## config.mk

```make
export PLATFORM = sky130hd
export DESIGN_NAME = mram_serial_host
export DESIGN_NICKNAME = d
export VERILOG_FILES = /design/src/rtl/mram_serial_host.sv
export SDC_FILE = /design/constraint.sdc
export NUM_CORES = 1
export LEC_CHECK = 0
export ABC_AREA = 1
export BUFFER_PORTS_ARGS = -buffer_cell sky130_fd_sc_hd__clkbuf_2
export CORE_MARGIN = 2
export CORE_UTILIZATION = 40
export DETAILED_ROUTE_END_ITERATION = 8
export PLACE_DENSITY_LB_ADDON = 0.25
export SYNTH_ARGS = -nofsm -noshare
export SYNTH_HDL_FRONTEND = slang
export SYNTH_SLANG_ARGS = --single-unit
```

## constraint.sdc

```tcl
create_clock -name clk -period 2.3 [get_ports clk]
set_clock_uncertainty 0.05 [all_clocks]
set_input_delay 0.345 -clock clk [delete_from_list [all_inputs] [get_ports clk]]
set_output_delay 0.345 -clock clk [all_outputs]
set_load 0.02 [all_outputs]
```

## src/rtl/mram_serial_host.sv

```systemverilog
// Serial host for an MRAM link: shifts address/write data out LSB first, waits RD_LAT cycles, then captures read data.
// Optional read-parity checking is compiled in with `define MRAM_HOST_RD_PARITY_EN.
module mram_serial_host #(
  parameter int ADDR_W = 20,
  parameter int DATA_W = 16,
  parameter int RD_LAT = 2
) (
  input  logic              clk,
  input  logic              rst,
  input  logic              req_valid,
  output logic              req_ready,
  input  logic              req_rw,
  input  logic [ADDR_W-1:0] req_addr,
  input  logic [DATA_W-1:0] req_wdata,
  output logic              read_write_sel,
  output logic              addr_ser,
  output logic              data_ser,
  input  logic              data_ser_in,
  output logic              done,
  output logic [DATA_W-1:0] rd_data,
  output logic              rd_err
);

  localparam int CNT_MAX = (ADDR_W > 16) ? ADDR_W : 16;
  localparam int CNT_W   = $clog2(CNT_MAX + 1);
  localparam int AIDX_W  = (ADDR_W > 1) ? $clog2(ADDR_W) : 1;
  localparam int DIDX_W  = (DATA_W > 1) ? $clog2(DATA_W) : 1;
`ifdef MRAM_HOST_RD_PARITY_EN
  localparam int RECV_BITS = DATA_W + 1;
`else
  localparam int RECV_BITS = DATA_W;
`endif
  localparam logic [CNT_W-1:0] SHIFT_LAST = CNT_W'(ADDR_W - 1);
  localparam logic [CNT_W-1:0] WAIT_LAST  = CNT_W'(RD_LAT - 1);
  localparam logic [CNT_W-1:0] RECV_LAST  = CNT_W'(RECV_BITS - 1);
  localparam logic [CNT_W-1:0] DATA_BITS  = CNT_W'(DATA_W);

  typedef enum logic [2:0] {IDLE, SETUP, SHIFT, WAIT, RECV, DONE} state_t;

  state_t              r_state;
  state_t              w_state_nxt;
  logic [CNT_W-1:0]    r_cnt;
  logic                r_rw;
  logic [ADDR_W-1:0]   r_addr;
  logic [DATA_W-1:0]   r_wdata;
  logic [DATA_W-1:0]   r_rd_data;
  logic [AIDX_W-1:0]   w_aidx;
  logic [DIDX_W-1:0]   w_didx;
  logic                w_wbit;
  logic                w_in_data;

  assign w_aidx    = r_cnt[AIDX_W-1:0];
  assign w_didx    = r_cnt[DIDX_W-1:0];
  assign w_in_data = (r_cnt < DATA_BITS);
  assign rd_data   = r_rd_data;

  always_comb begin
    w_wbit = 1'b0;
    if (w_in_data) begin
      w_wbit = r_wdata[w_didx];
    end else begin
      w_wbit = 1'b0;
    end
  end

  always_ff @(posedge clk or posedge rst) begin
    if (rst) begin
      r_state <= IDLE;
    end else begin
      r_state <= w_state_nxt;
    end
  end

  // Counter restarts on every state change so each phase counts from zero.
  always_ff @(posedge clk or posedge rst) begin
    if (rst) begin
      r_cnt <= '0;
    end else if (w_state_nxt != r_state) begin
      r_cnt <= '0;
    end else if (r_state == SHIFT || r_state == WAIT || r_state == RECV) begin
      r_cnt <= r_cnt + CNT_W'(1);
    end
  end

  always_ff @(posedge clk or posedge rst) begin
    if (rst) begin
      r_rw    <= 1'b0;
      r_addr  <= '0;
      r_wdata <= '0;
    end else if (r_state == IDLE && req_valid) begin
      r_rw    <= req_rw;
      r_addr  <= req_addr;
      r_wdata <= req_wdata;
    end
  end

  always_ff @(posedge clk or posedge rst) begin
    if (rst) begin
      r_rd_data <= '0;
    end else if (r_state == RECV && w_in_data) begin
      r_rd_data[w_didx] <= data_ser_in;
    end
  end

`ifdef MRAM_HOST_RD_PARITY_EN
  logic r_rd_err;

  // The trailing bit is even parity; the flag is ready by the DONE cycle.
  always_ff @(posedge clk or posedge rst) begin
    if (rst) begin
      r_rd_err <= 1'b0;
    end else if (r_state == RECV && r_cnt == RECV_LAST) begin
      r_rd_err <= (^r_rd_data) ^ data_ser_in;
    end
  end

  assign rd_err = r_rd_err;
`else
  assign rd_err = 1'b0;
`endif

  always_comb begin
    w_state_nxt = r_state;
    case (r_state)
      IDLE:    w_state_nxt = req_valid ? SETUP : IDLE;
      SETUP:   w_state_nxt = SHIFT;
      SHIFT:   if (r_cnt == SHIFT_LAST) w_state_nxt = r_rw ? DONE : WAIT;
               else w_state_nxt = SHIFT;
      WAIT:    w_state_nxt = (r_cnt == WAIT_LAST) ? RECV : WAIT;
      RECV:    w_state_nxt = (r_cnt == RECV_LAST) ? DONE : RECV;
      DONE:    w_state_nxt = IDLE;
      default: w_state_nxt = IDLE;
    endcase
  end

  always_comb begin
    req_ready      = 1'b0;
    read_write_sel = 1'b0;
    addr_ser       = 1'b0;
    data_ser       = 1'b0;
    done           = 1'b0;
    case (r_state)
      IDLE:  req_ready = 1'b1;
      SETUP: read_write_sel = r_rw;
      SHIFT: begin
        read_write_sel = r_rw;
        addr_ser       = r_addr[w_aidx];
        data_ser       = r_rw & w_wbit;
      end
      DONE:    done = 1'b1;
      default: req_ready = 1'b0;
    endcase
  end

endmodule
```

## Word level (Yosys, flattened, before mapping)

Index checks and enable logic that the tools add are counted.

- Bits in registers: 61
- Bits of input ports: 41
- Output and inout bits: 22
- Logic and storage cells: 50

- Add/sub/neg operators: 1
- Order comparisons: 4
- Equality and inequality tests: 9
- Multiplexer cells: 21
- Bitwise operators: 1
- Reduce and logical (&&, ||, !) cells: 8

Operators by type and width:

| cell | count |
|---|---|
| $bwmux W16 | 1 |
| $pmux W3 S5 | 1 |
| $mux W1 | 11 |
| $mux W5 | 2 |
| $mux W3 | 3 |
| $eq A3 B2 Y1 const B | 2 |
| $eq A3 B3 Y1 const B | 2 |
| $lt A5 B6 Y1 const B | 1 |
| $add A5 B1 Y5 const B | 1 |
| $bmux W1 S5 | 1 |
| $eq A5 B1 Y1 const B | 1 |
| $eq A5 B4 Y1 const B | 1 |
| $eq A5 B5 Y1 const B | 1 |
| $lt A4 B5 Y1 const B | 1 |
| $lt A5 B5 Y1 const B | 1 |
| $bmux W1 S4 | 1 |
| $demux W1 S4 | 1 |
| $ge A4 B1 Y1 const B | 1 |
| $eq A3 B1 Y1 const B | 1 |
| $logic_and A1 B1 Y1 | 3 |
| $logic_not A3 Y1 | 1 |
| $ne A3 B3 Y1 | 1 |
| $logic_or A1 B1 Y1 | 2 |
| $reduce_bool A2 Y1 | 1 |
| other kinds (2) | 2 |

## Logic depth before layout (Yosys ltp)

- Depth after elaboration: 5
- Gate-level depth with buffers: 11
- Depth with buffers taken out: 11

## Worst setup path after synthesis

Ideal clock, no wire load.

- Path type: flip-flop to output port
- Start: register r_cnt[0]
- End: output data_ser
- Data arrival time: 1.357 ns
- Data required time: 1.905 ns
- Setup slack: 0.548 ns
- Cell stages (with the launch flop): 9
- Buffers on the path: 1
- Cells stage by stage: dfrtp_1 inv_2 buf_2 nor2_1 o22ai_1 nand2_1 nand2_1 nor2_1 nor2_1

- Cells in the longest elaborated chain, start to end: 5
- Elaborated cells between the ends (all ways): 6
- Classes of those cells: 1 x order compare; 4 x mux; 1 x bitwise

RTL lines:

| item | RTL line | source |
|---|---|---|
| start, declared | 42 | `logic [CNT_W-1:0] r_cnt;` |
| start signal, assigned | 81 | `r_cnt <= r_cnt + CNT_W'(1);` |
| $bmux W1 S4 | 60 | `w_wbit = r_wdata[w_didx];` |
| $mux W1 (implied by the code) | 60 |  |
| $mux W1 * | 59 | `if (w_in_data) begin` |
| $and A1 B1 Y1 * | 148 | `data_ser = r_rw & w_wbit;` |
| $mux W1 * | 142 | `case (r_state)` |
| end, declared | 17 | `output logic data_ser,` |

Every way passes the cells marked *; elsewhere a longest branch is shown, timed or not. The select of a mux whose other input is x is not followed.

## Final worst setup path

- Start: register r_cnt[0]
- End: output addr_ser

- Cells in the longest elaborated chain, start to end: 3

RTL lines:

| item | RTL line | source |
|---|---|---|
| $bmux W1 S5 | 147 | `addr_ser = r_addr[w_aidx];` |
| $mux W1 (implied by the code) | 147 |  |
| $mux W1 | 142 |  |
| end, declared | 16 | `output logic addr_ser,` |

No other way between the ends. The select of a mux whose other input is x is not followed.

==> impl_metrics.tcl <==
set metrics [dict create \
    p_per_area_nw_per_um2 1120 \
    synth.most_common_cell "dfrtp_1" \
    async_reset_ff_share_pct 100 \
    outcome "completed" \
    finalInstanceArea_um2 3660 \
    htree_levels 3 \
    drt-vias-per-instance 4.70 \
    clk_latency_ns 0.34 \
    worstSetupStartpointType "flop" \
    num_antenna_cells 0 \
    ys_warn_count 0 \
    cts_num_sinks 61 \
    rsz0062_at_grt "no" \
    hold_depth 2 \
    grt_pass1_wl_um 11300 \
    maxCapViolCount 0 \
    ys_types 32 \
    grt.overflow.total 0 \
    finish.net_count 455 \
    arrival_ns 1.80 \
    synthCells 340 \
    ios 63 \
    power_mw 4.09 \
    hold_class "primary input to flop" \
    ir_drop_mv 0.478 \
    drive_above_1_share_pct 29.5 \
    min_period_over_period_pct 95.4 \
    clock_path_buffers 2 \
    cp_max_fo 8 \
    endpoint_kind "output port" \
    power.leakage_nw 1.86 \
    numCtsBuffers 9 \
    yosysSeqAreaShare_pct 50.2 \
    grt_pass1_vias 2366 \
    wire_per_inst_um 12.7 \
    clk_root_buffer_cell "clkbuf_8" \
    vias 2413 \
    initial_utilization_pct 41.7 \
    syn_area_per_cell_um2 8.94 \
    clock.fmax_mhz 456 \
    synth_edf_count 0 \
    drc 0 \
    clk_pin_slew_ns 0.07 \
    reg2reg_slack_ns 0.37 \
    dp_hpwl_um 4840 \
    place_inst 495 \
    areaGrowthSynthToFinish_pct 20.3 \
    slew_violations 0 \
    syn_area_um2 3040 \
    syn_nets 386 \
    place_congestion 0.843 \
    synth_area_leaders "dfrtp_1, nor2_1, mux2_4" \
    grtUsageTotal_pct 17.1 \
    ys_ff_latch 61 \
    ant_nets 0 \
    cts_tree "yes" \
    routed_wl_um 6520 \
    stdcell_count 513 \
    postPlaceCellArea_um2 3440 \
    fp.dieW_um 91.2 \
    setup-tns-final_ns 0 \
    dr.pass1.iters 4 \
    hold_viol 0 \
    die_height_um 91.2 \
    fillCellCount 744 \
    cp_data_required_time_ns 1.90 \
    holdWs_ns 0.187 \
    ys.flop_type "dfrtp_1" \
    grt_max_degree 36 \
    die-area_um2 8310 \
    synth_top_cell_by_area "dfrtp_1" \
    reg2regPathDepth 12 \
    setup_viol 0 \
    core_area_um2 7290 \
    antenna_found_initial 0 \
    min_period_ns 2.20 \
    rows 31 \
    synthTopCellsByCount "dfrtp_1, nor2_1, nand2_1" \
    portBuffers 61 \
    drt_iter0_drc 158 \
    path_class "flop to output port" \
    synth.top_cell.area_share_pct 50.2 \
]
-- layer usage --
metal	GRT usage [%]	routed length (um)	up-vias
li1	-	-	1234
met1	24.0	3130	1105
met2	25.4	2900	65
met3	4.81	394	9
met4	5.68	88	0
met5	0	0	-
-- final timing paths --
path / start / endpoint
min in group asynchronous: rst / rd_data[12]
worst max register to register: r_cnt[1] / r_cnt[1]
max in group asynchronous: rst / r_wdata[13]
worst max-delay path: r_cnt[0] / addr_ser
worst min-delay path: req_addr[19] / r_addr[19]
worst min register to register: rd_data[1] / rd_data[1]
-- area by class of cell --
class | instances | area, um^2 | area share (%)
Sequential cell | 61 | 1530 | 41.8
Multi-Input combinational cell | 227 | 1280 | 35.1
Timing Repair Buffer | 70 | 384 | 10.5
Inverter | 40 | 156 | 4.28
Clock buffer | 12 | 155 | 4.24
Tap cell | 99 | 124 | 3.39
Clock inverter | 4 | 22.5 | 0.616
-- power by group --
group / total (mW) / switching, mW / internal, mW
sequential: 1.65 / 0.206 / 1.44
clock: 0.855 / 0.411 / 0.444
combinational: 1.58 / 0.885 / 0.696
total: 4.09 / 1.50 / 2.59
-- sequential cells by signal (all words and copies together) (netlist names) --
signal / count
r_addr: 20
r_wdata: 16
rd_data: 16
r_cnt: 5
r_state: 3
r_rw: 1
-- layout by cell type (no fill, tap or decap), drive strengths merged --
cell type    instances
clkbuf              71
clkinvlp             1
a21oi               33
o22ai                3
xor2                 4
clkinv               4
mux2                19
nor3                 5
nor2                64
a31oi                2
ha                   5
inv                 39
o221ai               1
a21boi               1
nand2               52
nand4                2
a41oi                1
mux2i                1
nand3               17
dlygate4sd3          1
o21ai               16
dfrtp               61
conb                 1
buf                 10
-- cell families after synthesis --
kind of cell	count (synthesis)	synth area share (%)
simple gates	140	19.8
compound gates	57	9.92
xor+xnor	4	1.15
fa+ha+maj	5	2.06
other cells	1	0.123
flops	61	50.2
mux	20	8.97
buf+inv	52	7.74
-- through the flow --
stage | worst slack, ns | util, %
finish | 0.105 | 50.2
global route | 0.00238 | 50.2
CTS | 0.0305 | 49.8
detailed placement | 0.289 | 47.1
global placement | 0.317 | 47.1
floorplan | 0.392 | -
-- critical path, stage by stage, from the launching register on --
cell	delay, ns
dfrtp_2	0.47
buf_4	0.18
nand2_1	0.06
nand3_1	0.07
nand2_1	0.06
nand2_1	0.04
nand2_1	0.07
o21ai_0	0.09
a21oi_1	0.23
buf_4	0.18
-- what timing repair did --
item | in CTS | in global routing
endpoints found under the hold margin | 19 | 0
endpoints found under the setup margin | 1 | 3
setup buffers | 0 | 1
resized for setup | 2 | 14
pin swaps | 0 | 2
hold buffers | 1 | 0
Power figures use the tool's default switching activity.
